## src/rtl/ama_riscv_fetch.sv

```systemverilog
// Instruction fetch stage: owns the fetch PC, issues requests to a variable-latency
// instruction memory, buffers up to two returned instructions and feeds the ID stage.
module ama_riscv_fetch #(
    parameter logic [31:0] RESET_VECTOR = 32'h0000_0000,
    parameter logic [31:0] NOP          = 32'h0000_0013
) (
    input  logic        clk,
    input  logic        rst,
    input  logic [1:0]  pc_sel,
    input  logic        pc_we,
    input  logic        stall_if,
    input  logic        clear_if,
    input  logic [31:0] alu_out,
    output logic        imem_req,
    output logic [31:0] imem_addr,
    input  logic        imem_ready,
    input  logic        imem_rvalid,
    input  logic [31:0] imem_rdata,
    output logic [31:0] inst_id,
    output logic [31:0] pc_id,
    output logic        inst_valid_id
);

    typedef enum logic [1:0] {
        PC_INC  = 2'd0,
        PC_ALU  = 2'd1,
        PC_RST  = 2'd2,
        PC_HOLD = 2'd3
    } pc_sel_t;

    typedef struct packed {
        logic [31:0] inst;
        logic [31:0] pc;
    } fetch_entry_t;

    pc_sel_t      sel;
    logic [31:0]  pc_f;
    logic [1:0]   outst, drop, fifo_cnt;
    logic [1:0]   outst_nxt, drop_nxt, fifo_cnt_nxt;
    logic         fifo_rd, pcq_rd, pcq_wr;
    fetch_entry_t fifo_mem [2];
    logic [31:0]  pcq_mem [2];

    logic         redirect, hs, rsp, rsp_keep, id_free;
    logic         load_fifo, load_byp, push, pop, fifo_wr;
    logic [2:0]   occ;
    logic [31:0]  target;
    fetch_entry_t rsp_entry, fifo_head;

    assign sel      = pc_sel_t'(pc_sel);
    assign redirect = pc_we && (sel == PC_ALU || sel == PC_RST);
    assign target   = (sel == PC_RST) ? RESET_VECTOR : (alu_out & 32'hFFFF_FFFC);
    assign occ      = {1'b0, outst} + {1'b0, fifo_cnt};

    // Issue only while the buffer can absorb every answer already promised.
    assign imem_req  = rst && pc_we && (sel == PC_INC) && (occ < 3'd2);
    assign imem_addr = pc_f;
    assign hs        = imem_req && imem_ready;

    // Stray responses with nothing outstanding are ignored entirely.
    assign rsp       = imem_rvalid && (outst != 2'd0);
    assign rsp_keep  = rsp && (drop == 2'd0) && !redirect && !clear_if;
    assign rsp_entry = {imem_rdata, pcq_mem[pcq_rd]};
    assign fifo_head = fifo_mem[fifo_rd];
    assign fifo_wr   = fifo_rd ^ fifo_cnt[0];

    // An empty buffer forwards this cycle's response straight to ID (N+2 latency).
    assign id_free   = !clear_if && !stall_if && !redirect;
    assign load_fifo = id_free && (fifo_cnt != 2'd0);
    assign load_byp  = id_free && (fifo_cnt == 2'd0) && rsp_keep;
    assign push      = rsp_keep && !load_byp;
    assign pop       = load_fifo;

    // NOTE: every output of this block gets a default first, so no latch is inferred.
    always_comb begin
        outst_nxt    = outst;
        drop_nxt     = drop;
        fifo_cnt_nxt = fifo_cnt;
        if (hs && !rsp)
            outst_nxt = outst + 2'd1;
        else if (rsp && !hs)
            outst_nxt = outst - 2'd1;
        // After a redirect every request still in flight belongs to the old path.
        if (redirect)
            drop_nxt = outst_nxt;
        else if (rsp && drop != 2'd0)
            drop_nxt = drop - 2'd1;
        if (redirect || clear_if)
            fifo_cnt_nxt = 2'd0;
        else if (push && !pop)
            fifo_cnt_nxt = fifo_cnt + 2'd1;
        else if (pop && !push)
            fifo_cnt_nxt = fifo_cnt - 2'd1;
    end

    // NOTE: sequential state uses non-blocking assignments so all registers update together.
    always_ff @(posedge clk or negedge rst) begin
        if (!rst) begin
            pc_f          <= RESET_VECTOR;
            outst         <= 2'd0;
            drop          <= 2'd0;
            fifo_cnt      <= 2'd0;
            fifo_rd       <= 1'b0;
            pcq_rd        <= 1'b0;
            pcq_wr        <= 1'b0;
            inst_id       <= NOP;
            pc_id         <= 32'h0;
            inst_valid_id <= 1'b0;
        end else begin
            outst    <= outst_nxt;
            drop     <= drop_nxt;
            fifo_cnt <= fifo_cnt_nxt;
            if (redirect)
                pc_f <= target;
            else if (hs)
                pc_f <= pc_f + 32'd4;
            if (hs)
                pcq_wr <= ~pcq_wr;
            if (rsp)
                pcq_rd <= ~pcq_rd;
            if (pop)
                fifo_rd <= ~fifo_rd;

            if (clear_if) begin
                inst_id       <= NOP;
                inst_valid_id <= 1'b0;
            end else if (stall_if) begin
                // ID holds inst, pc and valid
            end else if (load_fifo) begin
                inst_id       <= fifo_head.inst;
                pc_id         <= fifo_head.pc;
                inst_valid_id <= 1'b1;
            end else if (load_byp) begin
                inst_id       <= rsp_entry.inst;
                pc_id         <= rsp_entry.pc;
                inst_valid_id <= 1'b1;
            end else begin
                inst_id       <= NOP;
                inst_valid_id <= 1'b0;
            end
        end
    end

    // NOTE: storage arrays carry no reset; the counters and pointers alone define validity.
    always_ff @(posedge clk) begin
        if (push)
            fifo_mem[fifo_wr] <= rsp_entry;
        if (hs)
            pcq_mem[pcq_wr] <= pc_f;
    end

endmodule

```

## config.mk

```make
export PLATFORM = sky130hd
export DESIGN_NAME = ama_riscv_fetch
export DESIGN_NICKNAME = d
export VERILOG_FILES = /design/src/rtl/ama_riscv_fetch.sv
export SDC_FILE = /design/constraint.sdc
export NUM_CORES = 1
export LEC_CHECK = 0
export BUFFER_PORTS_ARGS = -buffer_cell sky130_fd_sc_hd__buf_2
export CAP_MARGIN = 20
export CORE_MARGIN = 5
export CORE_UTILIZATION = 57
export DETAILED_ROUTE_END_ITERATION = 10
export GPL_ROUTABILITY_DRIVEN = 0
export HOLD_SLACK_MARGIN = 0.15
export PLACE_DENSITY_LB_ADDON = 0.05
export SYNTH_ARGS = -nofsm -noshare
export SYNTH_HDL_FRONTEND = slang
export SYNTH_SLANG_ARGS = --single-unit
export TNS_END_PERCENT = 5
```

## constraint.sdc

```tcl
create_clock -name clk -period 5.5 [get_ports clk]
set_input_delay 0.825 -clock clk [delete_from_list [all_inputs] [get_ports clk]]
set_output_delay 0.825 -clock clk [all_outputs]
set_load 0.1 [all_outputs]
```

==> reports/results.ini, run 1 <==
[setup_path]
cp.depth = 6
crit_fanout = 21
crit_slowest_cell = dfrtp_1
timing.rr.start = fifo_cnt[0]$_DFFE_PN0P_
critPathBufInv = 1
criticalPathCategory = reg2reg
critPathRequiredTime_ns = 5.70
r2r-end = pcq_mem[0][23]$_DFFE_PP_
rrSetupSlack_ns = 1.90
critical-path-max-stage-delay_ns = 0.64
cp-start-kind = flop
cpLargestDelayFamily = simple AND/OR/NAND/NOR gates
crit_chain = and2_1 > fa_1 > or3b_4 > or2_1 > nor2_2 > buf_4
cp.arrival_ns = 3.80
rr_worst_depth = 6
end_kind = flop

[global_routing]
use_met2_pct = 32.9
use_met3_pct = 3.60
grtUsageMet1_pct = 29.8
grt_overflow_total = 0
grt.busiest_layer = met2
antenna_found_initial = 0
grt_pass1_vias = 7457
grt_pass1_wl_um = 40100
grt_max_degree = 65
track_usage_pct = 20.7

[job]
drv_cap = 0

[finish]
diodes = 0
layout-drive-gt1-share_pct = 27.5
final_cells = 1313
area_growth_pct = 18.4
layout.nets = 1100

[hold_path]
hp-start = pc_id[19]$_DFFE_PN0P_
hp-class = reg2reg
hold_end = pc_id[19]$_DFFE_PN0P_
hold_depth = 2

[clocking]
cts_buffers = 29
clk_latency_ns = 0.53
cts_root_buffer = clkbuf_16
htreeDepth = 1
cts_tree = built
ctsResizeCount = 0
cts_hold_buf = 0
cts_sinks = 286
clk_pin_slew_ns = 0.06
cts_max_path_buffers = 3
cts_setup_buffers = 0

[logic_synthesis]
synthTopCellsByCount = edfxtp_1 (184), dfrtp_1 (99), nand2_1 (93)
synth_area_leaders = edfxtp_1 (47%), dfrtp_1 (21%), mux2i_1 (5.3%)
synth_edf_count = 184
ys_seq_area_share_pct = 68.3
ys_types = 57
yosysTopAreaCell = edfxtp_1
yosysMostFrequentCell = edfxtp_1
ys_warn_count = 0
synth_top_area_share_pct = 46.7
ys_seq_elements = 286
netlist_area_mm2 = 0.0118
synth.avg_cell_area_um2 = 13.8
async_reset_ff_share_pct = 35.7
synth_flop_cell = edfxtp_1
synthCells = 861

[timing]
max_slew.worst_pin.slew_ns = 1.03
grt_setup_unrepaired = no
post-route-period-util_pct = 65.5
fin_worst_skew_ns = 0.00932
slew_headroom_pct = 31.0
max_freq_mhz = 277
period_minus_slack_ns = 3.60
tns_ns = 0
slew_viol_final = 0
finalHoldViolCount = 0
setup_viol = 0

[floorplan]
die-width_um = 154
die_h_um = 154
core_mm2 = 0.0204
die_area_mm2 = 0.0238
rows = 52
io_pins = 171
start_util_pct = 58.1

[drt]
detail-route-antenna-nets = 0
drc_errors = 0
dr.pass1.iters = 4
drt_iter0_drc = 346
vias = 7410
vias_per_cell = 5.64
wl_um = 24700
wl_per_cell_um = 18.8

[power]
combPwrFrac_pct = 32.1
p_leak_nw = 5.54
switchingPower_w = 0.00281
cellPowerDensity_mw_per_mm2 = 517
vdd_drop_max_uv = 315
p_int_w = 0.00444
seqPwrFrac_pct = 38.5
p_sw_share_pct = 38.7
clkPwrFrac_pct = 29.4

[place]
port_buffers = 164
hpwl_um = 16000
place_inst = 1258

[run_status]
outcome = finished, final reports clean

[worst max path at each step]
stage                             from                   endpoint  slack (ns)
2_1_floorplan                pc_sel[0]  fifo_mem[1][10]$_DFFE_PP_        0.54
3_3_place_gp   fifo_cnt[0]$_DFFE_PN0P_   pcq_mem[0][27]$_DFFE_PP_        1.91
3_5_place_dp   fifo_cnt[0]$_DFFE_PN0P_   pcq_mem[0][27]$_DFFE_PP_        1.87
4_1_cts        fifo_cnt[0]$_DFFE_PN0P_   pcq_mem[0][23]$_DFFE_PP_        1.86
5_1_grt        fifo_cnt[0]$_DFFE_PN0P_   pcq_mem[0][24]$_DFFE_PP_        1.68
6_report       fifo_cnt[0]$_DFFE_PN0P_   pcq_mem[0][23]$_DFFE_PP_        1.90
[per-layer routing]
| metal | part of all wire, % | wire, µm |
|---|---|---|
| met5 | 0 | 0 |
| met4 | 2.1 | 509 |
| met3 | 6.3 | 1570 |
| met2 | 47 | 11600 |
| met1 | 45 | 11100 |
[metrics by stage]
stage / total power (W) / hold slack (ns) / setup slack (ns) / cell area [µm²] / utilization, %
floorplan: 0.00470 / 0.529 / 0.543 / 11900 / -
global placement: 0.00513 / 0.456 / 1.91 / 12900 / 63.5
detailed placement: 0.00516 / 0.465 / 1.87 / 12900 / 63.5
CTS: 0.00730 / 0.478 / 1.86 / 14000 / 68.7
global route: 0.00753 / 0.484 / 1.68 / 14000 / 68.8
finish: 0.00725 / 0.474 / 1.90 / 14000 / 68.8
[power by group through the flow]
stage	clock network [W]	registers, W	logic (W)
2_1_floorplan	0	0.00394	0.000753
3_3_place_gp	0	0.00283	0.00230
3_5_place_dp	0	0.00283	0.00233
4_1_cts	0.00217	0.00279	0.00234
5_1_grt	0.00227	0.00283	0.00244
6_report	0.00213	0.00279	0.00232
[flip-flops by register name (all words and copies together), names as in the netlist]
register       flops
drop               2
fifo_cnt           2
fifo_mem         124
fifo_rd            1
imem_addr         30
inst_id           32
inst_valid_id      1
outst              2
pc_id             30
pcq_mem           60
pcq_rd             1
pcq_wr             1
[area by class of cell]
cell class / count / area, µm²
Multi-Input combinational cell: 512 / 3510
Clock buffer: 36 / 782
Clock inverter: 17 / 273
Inverter: 11 / 41.3
Fill cell: 1456 / 6350
Tap cell: 270 / 338
Timing Repair Buffer: 181 / 992
Sequential cell: 286 / 8090
[cells in the final DEF (no fill, tap or decap), drive strengths merged, types with 4 or more instances in the layout]
cell type  instances
inv               12
nand2             93
a221o             29
nor4              14
o21ai             83
and3               5
nor2b              4
edfxtp           184
mux2              31
nor2              47
mux2i             63
clkbuf            36
a21oi             31
dfrtp             99
xnor2             26
ha                 5
nand3             20
nand4              5
bufinv             7
and4               4
clkinv             8
conb               4
buf              181
nor3              10
[worst register-to-register path, stage by stage, from the launching register on]
cell     delay (ns)
dfrtp_1        0.64
and2_1         0.22
fa_1           0.42
or3b_4         0.44
or2_1          0.58
nor2_2         0.56
buf_4          0.41
[cells by family after synthesis]
family | share of synthesized area (%)
AO/OA/AOI/OAI | 8.86
flip-flops | 68.3
multiplexers | 8.27
adder cells (fa/ha/maj) | 0.697
other | 0.0317
AND/OR/NAND/NOR | 9.21
XOR/XNOR | 2.15
buffers and inverters | 2.53
Power figures use the tool's default switching activity.
==> run 2: changes to the inputs <==
Settings changed: CORE_UTILIZATION 57 to 52.
Clock period 5.5 ns to 3 ns, I/O delays scaled along.
==> run 2 against run 1 <==
Against the previous run:
- non-clock buffer count rose by 57
- global-route usage fell by 1.2 points
- critical endpoint is now imem_req
- die area rose by 9.0%
- setup slack got worse by 1.8 ns
==> reports/results.ini, run 2 (same netlist as run 1, synthesis figures left out) <==
[setup_path]
critical-path-max-stage-delay_ns = 0.44
crit_slowest_cell = or3b_4
crit_fanout = 4
cp-start-kind = flop
cp.arrival_ns = 2.44
end_kind = output pin
criticalPathCategory = reg2out
crit_chain = and2_1 > fa_1 > or3b_4 > nor2_1 > buf_12
critPathRequiredTime_ns = 2.55

[drt]
dr.pass1.iters = 5
wl_per_cell_um = 18.1
vias = 7488
drt_iter0_drc = 392
wl_um = 25100
vias_per_cell = 5.39
detail-route-antenna-nets = 0
drc_errors = 0

[finish]
n_fill_cell = 1654
layout.nets = 1158
largest-register = fifo_mem
register_area_mm2 = 0.00809
area_growth_pct = 24.5
multiInputGateArea_mm2 = 0.00351
final_cells = 1388
final_common_cell = edfxtp_1
final_cell_mix = edfxtp_1 (184), buf_2 (162), dfrtp_1 (98)
reg_top3 = fifo_mem: 124 flops, pcq_mem: 60 flops, inst_id: 32 flops
largest_reg_flops = 124
layout-drive-gt1-share_pct = 26.7
diodes = 0

[global_routing]
grt_max_degree = 54
grt.busiest_layer = met2
use_met2_pct = 32.3
track_usage_pct = 19.5
antenna_found_initial = 0
grt_pass1_vias = 7722
grt_pass1_wl_um = 41200
grt_overflow_total = 0
grtUsageMet1_pct = 27.5
use_met3_pct = 3.00

[timing]
tns_ns = 0
post-route-period-util_pct = 96.2
setup_viol = 0
fin_worst_skew_ns = 0.0146
slew_viol_final = 0
max_slew.worst_pin.slew_ns = 0.814
setup_slack_ns = 0.115
period_minus_slack_ns = 2.89
slew_headroom_pct = 45.7
grt_setup_unrepaired = no
finalHoldViolCount = 0
max_freq_mhz = 347

[power]
finalPower_w = 0.0136
vdd_drop_max_uv = 522
p_leak_nw = 5.83
cellPowerDensity_mw_per_mm2 = 922

[floorplan]
die_area_mm2 = 0.0259
start_util_pct = 52.6
core_mm2 = 0.0225
die_h_um = 161
io_pins = 171
die-width_um = 161
rows = 55

[clocking]
cts_root_buffer = clkbuf_16
cts_sinks = 286
clk_pin_slew_ns = 0.06
cts_max_path_buffers = 3
ctsResizeCount = 0
htreeDepth = 1
cts_buffers = 30
cts_tree = built
clk_latency_ns = 0.55

[run_status]
outcome = finished, final reports clean

[hold_path]
hp-class = in2reg

[place]
place_inst = 1283
pre_cts_ws_ns = 0.258
hpwl_um = 16200
port_buffers = 164

[job]
drv_cap = 0

==> run 2: changes by cell type in the layout (fill, tap and decap cells not counted) <==
cell,previous run,this run
buf_6,1,0
clkbuf_1,4,3
clkinv_2,7,5
buf_12,3,10
clkbuf_8,3,1
dlygate4sd3_1,0,49
clkinv_1,0,4
buf_4,14,17
clkinvlp_4,1,2
bufinv_16,7,9
inv_8,1,0
buf_2,163,162
clkbuf_16,29,30
clkinv_8,0,1
==> run 2: worst paths after layout <==
check | start | endpoint | slack, ns | cells after the start
setup / recovery | outst[0]$_DFF_PN0_ | imem_req | 0.11 | 5
hold / removal | alu_out[23] | imem_addr[23]$_DFFE_PN0P_ | 0.18 | 3
setup reg to reg | outst[0]$_DFF_PN0_ | imem_addr[28]$_DFFE_PN0P_ | 0.22 | 8
hold reg to reg | pc_id[13]$_DFFE_PN0P_ | pc_id[13]$_DFFE_PN0P_ | 0.47 | 2
max in group asynchronous | rst | fifo_rd$_DFFE_PN0N_ | 1.14 | 4
min in group asynchronous | rst | pc_id[8]$_DFFE_PN0P_ | 0.68 | 3
==> run 2: area by class of cell <==
type / count / area share, %
repair buffers: 238 / 11.0
inverters: 11 / 0.280
well taps: 285 / 2.42
multi-input cells: 512 / 23.8
flip-flops and latches: 286 / 54.8
clock buffers: 34 / 5.26
clock inverters: 22 / 2.38
==> run 2: timing repair <==
action | CTS | global route
hold endpoints to repair | 120 | 0
hold buffers | 49 | 0
setup buffers | 0 | 0
==> run 2: power by group <==
part / total, W / switching [W] / internal, W
combinational: 0.00433 / 0.00329 / 0.00104
sequential: 0.00513 / 0.000416 / 0.00472
clock: 0.00413 / 0.00150 / 0.00263
==> run 2: per-layer routing <==
layer  share of wire (%)  wire length (µm)
met5                   0                 0
met4                 1.7               414
met3                 5.1              1280
met2                  46             11600
met1                  47             11700
==> run 2: metrics by stage <==
step	hold slack (ns)	area (µm²)	utilization, %
6_report	0.180	14700	65.5
5_1_grt	0.171	14700	65.5
2_1_floorplan	0.154	11900	-
3_3_place_gp	0.456	13100	58.3
4_1_cts	0.156	14700	65.5
3_5_place_dp	0.464	13100	58.3
==> run 2: critical path, delay by kind of cell, from the launching register on <==
kind | cells | cell delay [ns]
simple gates | 3 | 0.84
fa+ha+maj | 1 | 0.43
flops | 1 | 0.41
buf+inv | 1 | 0.21
